[config.mk]
export PLATFORM = sky130hd
export DESIGN_NAME = parking_exit_gate_flat
export DESIGN_NICKNAME = d
export VERILOG_FILES = /design/src/rtl/parking_exit_gate_if.sv /design/src/rtl/parking_exit_gate.sv /design/src/flat_wrapper.sv
export SDC_FILE = /design/constraint.sdc
export NUM_CORES = 1
export LEC_CHECK = 0
export CAP_MARGIN = 20
export CORE_MARGIN = 1
export CORE_UTILIZATION = 55
export DETAILED_ROUTE_END_ITERATION = 7
export GPL_ROUTABILITY_DRIVEN = 0
export PLACE_DENSITY = 0.77
export SYNTH_ARGS = -nofsm -noshare
export SYNTH_HDL_FRONTEND = slang
export SYNTH_SLANG_ARGS = --single-unit
[constraint.sdc]
create_clock -name clk -period 3.45 [get_ports clk]
set_clock_uncertainty 0.15 [all_clocks]
set_input_delay 0.5175 -clock clk [delete_from_list [all_inputs] [get_ports clk]]
set_output_delay 0.5175 -clock clk [all_outputs]
set_load 0.1 [all_outputs]
[src/rtl/parking_exit_gate_if.sv]
// Exit-side bus: exit sensor / pay terminal inputs and allocator-facing outputs.
interface parking_exit_gate_if #(
    parameter int unsigned NUM_SLOTS = 4,
    parameter int unsigned SLOT_W    = 2,
    parameter int unsigned FEE_W     = 12
);
    logic                 park_valid;
    logic [SLOT_W-1:0]    park_slot;
    logic                 exit_req;
    logic [SLOT_W-1:0]    exit_slot;
    logic                 pay_ok;
    logic [FEE_W-1:0]     fee;
    logic                 fee_valid;
    logic                 gate_open;
    logic                 release_valid;
    logic [SLOT_W-1:0]    release_slot;
    logic                 error;
    logic [NUM_SLOTS-1:0] occupied;
    logic [2:0]           state;

    modport master (
        output park_valid, park_slot, exit_req, exit_slot, pay_ok,
        input  fee, fee_valid, gate_open, release_valid, release_slot, error, occupied, state
    );

    modport slave (
        input  park_valid, park_slot, exit_req, exit_slot, pay_ok,
        output fee, fee_valid, gate_open, release_valid, release_slot, error, occupied, state
    );
endinterface

[src/rtl/parking_exit_gate.sv]
// Parking exit controller: tracks occupancy and parked time, quotes a fee, waits for payment,
// opens the gate and reports the freed slot back to the allocator.
module parking_exit_gate #(
    parameter int unsigned NUM_SLOTS   = 4,
    parameter int unsigned SLOT_W      = 2,
    parameter int unsigned TICK_DIV    = 4,
    parameter int unsigned TIME_W      = 8,
    parameter int unsigned RATE        = 3,
    parameter int unsigned FEE_W       = 12,
    parameter int unsigned GATE_CYCLES = 10,
    parameter int unsigned PAY_TIMEOUT = 50
) (
    input logic                clk,
    input logic                reset,
    parking_exit_gate_if.slave bus
);
    typedef enum logic [2:0] {
        StIdle    = 3'd0,
        StCheck   = 3'd1,
        StWaitPay = 3'd2,
        StOpen    = 3'd3,
        StWaitClr = 3'd4
    } state_e;

    localparam int unsigned PresW  = (TICK_DIV > 1) ? $clog2(TICK_DIV) : 1;
    localparam int unsigned CntMax = (GATE_CYCLES > PAY_TIMEOUT) ? GATE_CYCLES : PAY_TIMEOUT;
    localparam int unsigned CntW   = $clog2(CntMax + 1);
    localparam int unsigned ProdW  = TIME_W + 32;

    state_e               state_q, state_d;
    logic [SLOT_W-1:0]    slot_q;
    logic [CntW-1:0]      cnt_q, cnt_d;
    logic [PresW-1:0]     pres_q;
    logic [NUM_SLOTS-1:0] occupied_q, occupied_d;
    logic [TIME_W-1:0]    timer_q [NUM_SLOTS];
    logic [TIME_W-1:0]    timer_d [NUM_SLOTS];
    logic [FEE_W-1:0]     fee_q;
    logic                 error_q, rel_valid_q;
    logic [SLOT_W-1:0]    rel_slot_q;

    logic              tick, park_ok, park_bad, check_ok, check_bad, pay_edge, timeout;
    logic [TIME_W-1:0] t_eff;
    logic [ProdW-1:0]  prod;
    logic [FEE_W-1:0]  quote;

    assign tick      = (pres_q == PresW'(TICK_DIV - 1));
    assign park_ok   = bus.park_valid && !occupied_q[bus.park_slot];
    assign park_bad  = bus.park_valid && occupied_q[bus.park_slot];
    assign check_ok  = (state_q == StCheck) && occupied_q[slot_q];
    assign check_bad = (state_q == StCheck) && !occupied_q[slot_q];
    assign pay_edge  = (state_q == StWaitPay) && bus.pay_ok;
    assign timeout   = (state_q == StWaitPay) && !bus.pay_ok &&
                       (cnt_q == CntW'(PAY_TIMEOUT - 1));

    // A car that has not yet seen a tick is still billed one unit.
    assign t_eff = (timer_q[slot_q] == '0) ? TIME_W'(1) : timer_q[slot_q];
    assign prod  = ProdW'(t_eff) * ProdW'(RATE);
    assign quote = (prod > ProdW'({FEE_W{1'b1}})) ? {FEE_W{1'b1}} : prod[FEE_W-1:0];

    // State register
    always_ff @(posedge clk or posedge reset) begin
        if (reset) begin
            state_q <= StIdle;
        end else begin
            state_q <= state_d;
        end
    end

    // Next-state logic
    always_comb begin
        state_d = state_q;
        unique case (state_q)
            StIdle:    if (bus.exit_req) state_d = StCheck;
            StCheck:   state_d = occupied_q[slot_q] ? StWaitPay : StWaitClr;
            StWaitPay: begin
                if (bus.pay_ok) begin
                    state_d = StOpen;
                end else if (timeout) begin
                    state_d = StWaitClr;
                end
            end
            StOpen:    if (cnt_q == CntW'(GATE_CYCLES - 1)) state_d = StWaitClr;
            StWaitClr: if (!bus.exit_req) state_d = StIdle;
            default:   state_d = StIdle;
        endcase
    end

    // Outputs decode straight from state so reset drops them without waiting for a clock.
    always_comb begin
        bus.fee_valid     = (state_q == StWaitPay);
        bus.gate_open     = (state_q == StOpen);
        bus.fee           = fee_q;
        bus.error         = error_q;
        bus.release_valid = rel_valid_q;
        bus.release_slot  = rel_slot_q;
        bus.occupied      = occupied_q;
        bus.state         = state_q;
    end

    always_comb begin
        cnt_d = (state_d != state_q) ? '0 : cnt_q + CntW'(1);
        occupied_d = occupied_q;
        if (pay_edge) occupied_d[slot_q] = 1'b0;
        if (park_ok)  occupied_d[bus.park_slot] = 1'b1;
        for (int i = 0; i < int'(NUM_SLOTS); i++) begin
            timer_d[i] = timer_q[i];
            if (park_ok && bus.park_slot == SLOT_W'(i)) begin
                timer_d[i] = '0;
            end else if (tick && occupied_q[i] && timer_q[i] != {TIME_W{1'b1}}) begin
                timer_d[i] = timer_q[i] + TIME_W'(1);
            end
        end
    end

    always_ff @(posedge clk or posedge reset) begin
        if (reset) begin
            slot_q      <= '0;
            cnt_q       <= '0;
            pres_q      <= '0;
            occupied_q  <= '0;
            fee_q       <= '0;
            error_q     <= 1'b0;
            rel_valid_q <= 1'b0;
            rel_slot_q  <= '0;
            for (int i = 0; i < int'(NUM_SLOTS); i++) timer_q[i] <= '0;
        end else begin
            cnt_q       <= cnt_d;
            pres_q      <= tick ? '0 : pres_q + PresW'(1);
            occupied_q  <= occupied_d;
            error_q     <= park_bad || check_bad || timeout;
            rel_valid_q <= pay_edge;
            for (int i = 0; i < int'(NUM_SLOTS); i++) timer_q[i] <= timer_d[i];
            if (state_q == StIdle && bus.exit_req) slot_q <= bus.exit_slot;
            if (check_ok) fee_q <= quote;
            if (pay_edge) rel_slot_q <= slot_q;
        end
    end
endmodule

[src/flat_wrapper.sv]
// flat-port wrapper written by rule: the top's interface ports become plain ports
module parking_exit_gate_flat 
#(
    parameter int unsigned NUM_SLOTS   = 4,
    parameter int unsigned SLOT_W      = 2,
    parameter int unsigned TICK_DIV    = 4,
    parameter int unsigned TIME_W      = 8,
    parameter int unsigned RATE        = 3,
    parameter int unsigned FEE_W       = 12,
    parameter int unsigned GATE_CYCLES = 10,
    parameter int unsigned PAY_TIMEOUT = 50
)
  (clk, reset, bus_park_valid, bus_park_slot, bus_exit_req, bus_exit_slot, bus_pay_ok, bus_fee, bus_fee_valid, bus_gate_open, bus_release_valid, bus_release_slot, bus_error, bus_occupied, bus_state);
  parking_exit_gate_if #(.NUM_SLOTS(NUM_SLOTS), .SLOT_W(SLOT_W), .FEE_W(FEE_W)) bus_i ();
  input logic clk;
  input logic reset;
  input wire logic [$bits(bus_i.park_valid)-1:0] bus_park_valid;
  input wire logic [$bits(bus_i.park_slot)-1:0] bus_park_slot;
  input wire logic [$bits(bus_i.exit_req)-1:0] bus_exit_req;
  input wire logic [$bits(bus_i.exit_slot)-1:0] bus_exit_slot;
  input wire logic [$bits(bus_i.pay_ok)-1:0] bus_pay_ok;
  output wire logic [$bits(bus_i.fee)-1:0] bus_fee;
  output wire logic [$bits(bus_i.fee_valid)-1:0] bus_fee_valid;
  output wire logic [$bits(bus_i.gate_open)-1:0] bus_gate_open;
  output wire logic [$bits(bus_i.release_valid)-1:0] bus_release_valid;
  output wire logic [$bits(bus_i.release_slot)-1:0] bus_release_slot;
  output wire logic [$bits(bus_i.error)-1:0] bus_error;
  output wire logic [$bits(bus_i.occupied)-1:0] bus_occupied;
  output wire logic [$bits(bus_i.state)-1:0] bus_state;
  assign bus_i.park_valid = bus_park_valid;
  assign bus_i.park_slot = bus_park_slot;
  assign bus_i.exit_req = bus_exit_req;
  assign bus_i.exit_slot = bus_exit_slot;
  assign bus_i.pay_ok = bus_pay_ok;
  assign bus_fee = bus_i.fee;
  assign bus_fee_valid = bus_i.fee_valid;
  assign bus_gate_open = bus_i.gate_open;
  assign bus_release_valid = bus_i.release_valid;
  assign bus_release_slot = bus_i.release_slot;
  assign bus_error = bus_i.error;
  assign bus_occupied = bus_i.occupied;
  assign bus_state = bus_i.state;
  parking_exit_gate #(.NUM_SLOTS(NUM_SLOTS), .SLOT_W(SLOT_W), .TICK_DIV(TICK_DIV), .TIME_W(TIME_W), .RATE(RATE), .FEE_W(FEE_W), .GATE_CYCLES(GATE_CYCLES), .PAY_TIMEOUT(PAY_TIMEOUT)) u_core (.clk(clk), .reset(reset), .bus(bus_i));
endmodule
* Word level (Yosys, flattened, before mapping)
Index checks and enable logic that the tools add are counted.
** Operators by class
- Add/sub/neg operators :: 6
- Multiply operators :: 1
- Magnitude comparators :: 6
- Equal/unequal tests :: 15
- Multiplexer cells :: 32
- Bitwise operators :: 4
- Reduce and logical (&&, ||, !) cells :: 34
** Operators with widths (count)
- 8-bit two-way mux :: 11
- 8-bit by 1-bit adder with 8-bit output, second input constant :: 4
- 8-bit inequality test, second input constant :: 4
- 1-bit logical AND :: 22
- 3-bit two-way mux :: 6
- 8-bit binary-select mux with 2-bit select :: 1
- 3-bit case mux with 5 select lines :: 1
- 10-bit by 12-bit greater-than comparator with 1-bit output, second input constant :: 1
- 12-bit two-way mux :: 1
- 8-bit by 2-bit multiplier with 10-bit output, second input constant :: 1
- 8-bit logical NOT :: 1
- 4-bit two-way mux :: 2
- 2-bit nonzero test :: 4
- 6-bit by 1-bit adder with 6-bit output, second input constant :: 1
- 2-bit equality test, second input constant :: 3
- 3-bit by 2-bit equality test with 1-bit output, second input constant :: 2
- 6-bit by 4-bit equality test with 1-bit output, second input constant :: 1
- 6-bit equality test, second input constant :: 1
- 2-bit by 3-bit < comparator with 1-bit output, second input constant :: 2
- 6-bit two-way mux :: 1
- 4-bit AND :: 1
- 1-bit binary-select mux with 2-bit select :: 2
- 1-bit demux with 2-bit select :: 2
- 2-bit by 1-bit greater-or-equal comparator with 1-bit output, second input constant :: 2
- other kinds (15) :: 21
** Storage, ports and cells
- Register bits :: 65
- Bits of input ports :: 9
- Logic and storage cells :: 111

* Depth between registers and ports, before layout
- Depth in word-level cells :: 9
- Mapped depth :: 9
- Depth with buffers taken out :: 7

* Worst setup path before layout
OpenSTA, ideal clock, no wires.
- Path kind :: register to output
- Start point :: register u_core.state_q[1] (netlist: u_core.bus.state[1])
- End point :: output port bus_fee_valid
- Data arrival time :: 2654 ps
- Data required time :: 2782 ps
- Slack :: 128 ps
- Cell stages (with the launch flop) :: 4
- Path through :: dfrtp_1 clkbuf_1 nand2b_1 nor2_1
** On the way
- Word-level cells in the longest chain between the ends :: 1
** Ends and longest elaborated chain
- start, declared :: line parking_exit_gate.sv:30 : state_e state_q, state_d;
- start signal, assigned :: line parking_exit_gate.sv:63 : state_q <= StIdle;
- start signal, assigned :: line parking_exit_gate.sv:65 : state_q <= state_d;
- 3-bit by 2-bit equality test with 1-bit output :: line parking_exit_gate.sv:90 : bus.fee_valid = (state_q == StWaitPay);
- end, declared :: line flat_wrapper.sv:23 : output wire logic [$bits(bus_i.fee_valid)-1:0] bus_fee_valid;
No other way between the ends.

* Worst setup path in the final report
- Start point :: register u_core.slot_q[0]
- End point :: register u_core.fee_q[8] (netlist: u_core.bus.fee[8])
** On the way
- Word-level cells in the longest chain between the ends :: 9
** Ends and longest elaborated chain
- start, declared :: line parking_exit_gate.sv:31 : logic [SLOT_W-1:0] slot_q;
- start signal, assigned :: line parking_exit_gate.sv:133 : if (state_q == StIdle && bus.exit_req) slot_q <= bus.exit_slot;
- 2-bit inverter with 3-bit output (not written as such) :: line parking_exit_gate.sv:56 : assign t_eff = (timer_q[slot_q] == '0) ? TIME_W'(1) : timer_q[slot_q];
- 8-bit binary-select mux with 2-bit select :: line parking_exit_gate.sv:56
- 8-bit two-way mux (not written as such) (2 in series) :: line parking_exit_gate.sv:56
- 8-bit logical NOT :: line parking_exit_gate.sv:56
- 8-bit two-way mux :: line parking_exit_gate.sv:56
- 8-bit by 2-bit multiplier with 10-bit output :: line parking_exit_gate.sv:57 : assign prod = ProdW'(t_eff) * ProdW'(RATE);
- 10-bit by 12-bit greater-than comparator with 1-bit output :: line parking_exit_gate.sv:58 : assign quote = (prod > ProdW'({FEE_W{1'b1}})) ? {FEE_W{1'b1}} : prod[FEE_W-1:0];
- 12-bit two-way mux :: line parking_exit_gate.sv:58
- end signal, assigned :: line parking_exit_gate.sv:134 : if (check_ok) fee_q <= quote;
- end, declared :: line parking_exit_gate.sv:37 : logic [FEE_W-1:0] fee_q;
Several ways; a longest one is shown, not always the timed one. The select of a mux whose other input is x is not followed.
A chain may end at the register's enable or synchronous reset.

==> flow_summary.ini <==
[clocking]
cts_max_level = 3
cts_setup_buffers = 0
root_buffer = clkbuf_8
cts_resized = 0
numCtsBuffers = 9
clk_latency_ns = 0.34
cts_sinks = 63
cts_tree = yes
path_clk_slew_ns = 0.07
clockBufferDepth = 2
holdBufCountCts = 0

[critical_path]
crit_type = reg2reg
cp_slowest_cell = mux4_2
cp-end-kind = register
reg2reg_slack_ns = 0.54
critPathMaxStageDelay_ns = 0.67
cp-startpoint = u_core.slot_q[0]$_DFFE_PP0P_
required_ns = 3.58
cp.arrival_ns = 3.04
critPathLaunchType = register
cp_max_fo = 8
ff2ff_path_depth = 7
timing.rr.end = u_core.bus.fee[8]$_DFFE_PP0P_
path_cells = mux4_2 -> ha_1 -> o21a_1 -> nor2_1 -> a2111oi_1 -> or4_1 -> nand3_1
r2r-start = u_core.slot_q[0]$_DFFE_PP0P_
endpoint = u_core.bus.fee[8]$_DFFE_PP0P_

[yosys]
synth_top_family_by_area = simple AND/OR/NAND/NOR gates
synth.mux.area_fraction_pct = 9.24
synth_compound_gate_area_share_pct = 9.17
seq_area_frac_synth_pct = 44.5
synth-simple-area-share_pct = 20.0
ys_warn_count = 0
synthXorXnorAreaFrac_pct = 8.89
synthTopCellsByArea = dfrtp_1, nor2_1, xor2_1, mux4_2, ha_1
ys_seq_elements = 63
yosys.area.top_type_share_pct = 44.5
async_flop_share_pct = 100
synth_ff_type = dfrtp_1
synthAdderAreaFrac_pct = 5.15
mappedNetlistArea_mm2 = 0.00355
synth_cell_types = 54
syn_inst = 338
syn_avg_cell_area_um2 = 10.5
yosys.area.top_type = dfrtp_1
synth-edff-count = 0

[sta]
fin_crit_ns = 2.91
maxSlewViolCount = 0
tightest_slew_ns = 0.978
hold_slack_ns = 0.278
setup_tns_ns = 0
maxSlewHeadroom_pct = 34.6
fmax_ghz = 0.343
setup_viol = 0
rsz0062_at_grt = no
post-route-period-util_pct = 84.4
final_hold_viol_count = 0

[floorplanning]
die_h_um = 82.3
initial_utilization_pct = 58.5
ios = 34
num_rows = 28
die-area_mm2 = 0.00677
coreArea_mm2 = 0.00606
die_width_um = 82.3

[placed_design]
dp_hpwl_um = 5250
dpl-instance-area_mm2 = 0.00393
io_buffer_count = 31

[drt]
drt-total-wl_um = 7120
ant_nets = 0
dr_total_vias = 2620
drcViolationCount = 0
drtIter0Drc = 119
wl_per_cell_um = 15.5
firstDrtPassIters = 5
via_per_inst = 5.71

[global_routing]
antenna_found_initial = 0
grt_pass1_vias = 2532
grt_first_pass_wirelength_um = 11900
grt_max_degree = 30
grt_usage_pct = 24.4
gr-total-overflow = 0

[hold_path]
hold_path_class = reg2reg
hold_start = u_core.pres_q[0]$_DFF_PP0_

[cells_and_area]
syn_to_final_growth_pct = 15.8
drive_gt1_share_pct = 13.3
finalInstanceArea_mm2 = 0.00411
layout.nets = 402
final_common_cell = dfrtp_1
final_cell_mix = dfrtp_1, nor2_1, clkdlybuf4s50_1
n_antenna_cell = 0

[flow_run]
maxCapViolations = 0

[run_status]
status = complete, no violations
## synth_stat cells (3+ instances only)
library cell and n:
a21oi_1 7, nand2b_1 6, a41oi_1 4, nor3_1 4
mux4_2 8, mux2i_1 5, nand2_1 21, nor2b_1 3
mux2_2 4, nor2_1 52, xor2_1 21, o21ai_0 10
nand3_1 5, ha_1 13, and2_1 6, and3_1 8
nand4_1 18, inv_1 10, o31ai_1 3, a21o_1 4
dfrtp_1 63, clkbuf_1 6, xnor2_1 15, and4_1 4
## worst min path at each step
stage                                      end  slack, ns  cells past startpoint
finish              u_core.pres_q[0]$_DFF_PP0_       0.28                      1
global route        u_core.pres_q[0]$_DFF_PP0_       0.28                      1
CTS                 u_core.pres_q[0]$_DFF_PP0_       0.28                      1
detailed placement  u_core.pres_q[0]$_DFF_PP0_       0.27                      1
global placement    u_core.pres_q[0]$_DFF_PP0_       0.27                      1
floorplan           u_core.pres_q[0]$_DFF_PP0_       0.25                      1
## cell families (layout without fill, tap and decap cells)
kind of cell | after synthesis | in the layout
fa+ha+maj | 14 | 14
flops | 63 | 63
simple gates | 140 | 140
mux | 19 | 19
buf+inv | 21 | 66
other cells | 1 | 2
xor+xnor | 36 | 36
compound gates | 44 | 44
## final cells by class
cell class / count / area (um2)
well taps: 75 / 93.8
inverters: 10 / 37.5
clock buffers: 13 / 159
clock inverters: 3 / 17.5
fillers: 465 / 1950
multi-input cells: 255 / 1870
repair buffers: 40 / 355
flip-flops and latches: 63 / 1580
## sequential cells by signal, indices dropped and copies added (netlist names)
signal and cells:
u_core.timer_q 32, u_core.bus.fee 10, u_core.cnt_q 6, u_core.bus.occupied 4, u_core.bus.state 3, u_core.bus.release_slot 2, u_core.pres_q 2, u_core.slot_q 2
u_core.bus.error 1, u_core.bus.release_valid 1
## critical path, delay by kind of cell, from the launching register on
| kind | cells | cell delay, ns |
|---|---|---|
| mux | 1 | 0.67 |
| compound gates | 2 | 0.31 |
| simple gates | 3 | 0.77 |
| flops | 1 | 0.57 |
| fa+ha+maj | 1 | 0.38 |
## metal layers
metal	up-vias	part of all wire, %	GRT usage, %	wire [um]
met5	-	0	0	0
li1	1294	-	-	-
met4	0	0.87	10.7	62
met3	7	4.7	3.96	336
met1	1258	45	32.2	3220
met2	61	49	39.7	3490
## through the flow
step	instances	utilization [%]	setup slack, ns
after floorplan	339	-	0.128
after detailed placement	443	64.8	0.547
after CTS	459	67.8	0.531
final	459	67.8	0.538
after global placement	443	64.8	0.610
after global routing	459	67.8	0.363
Power is not shown: default switching activity piles up to over one toggle a cycle in this logic, so the estimate is an artifact.
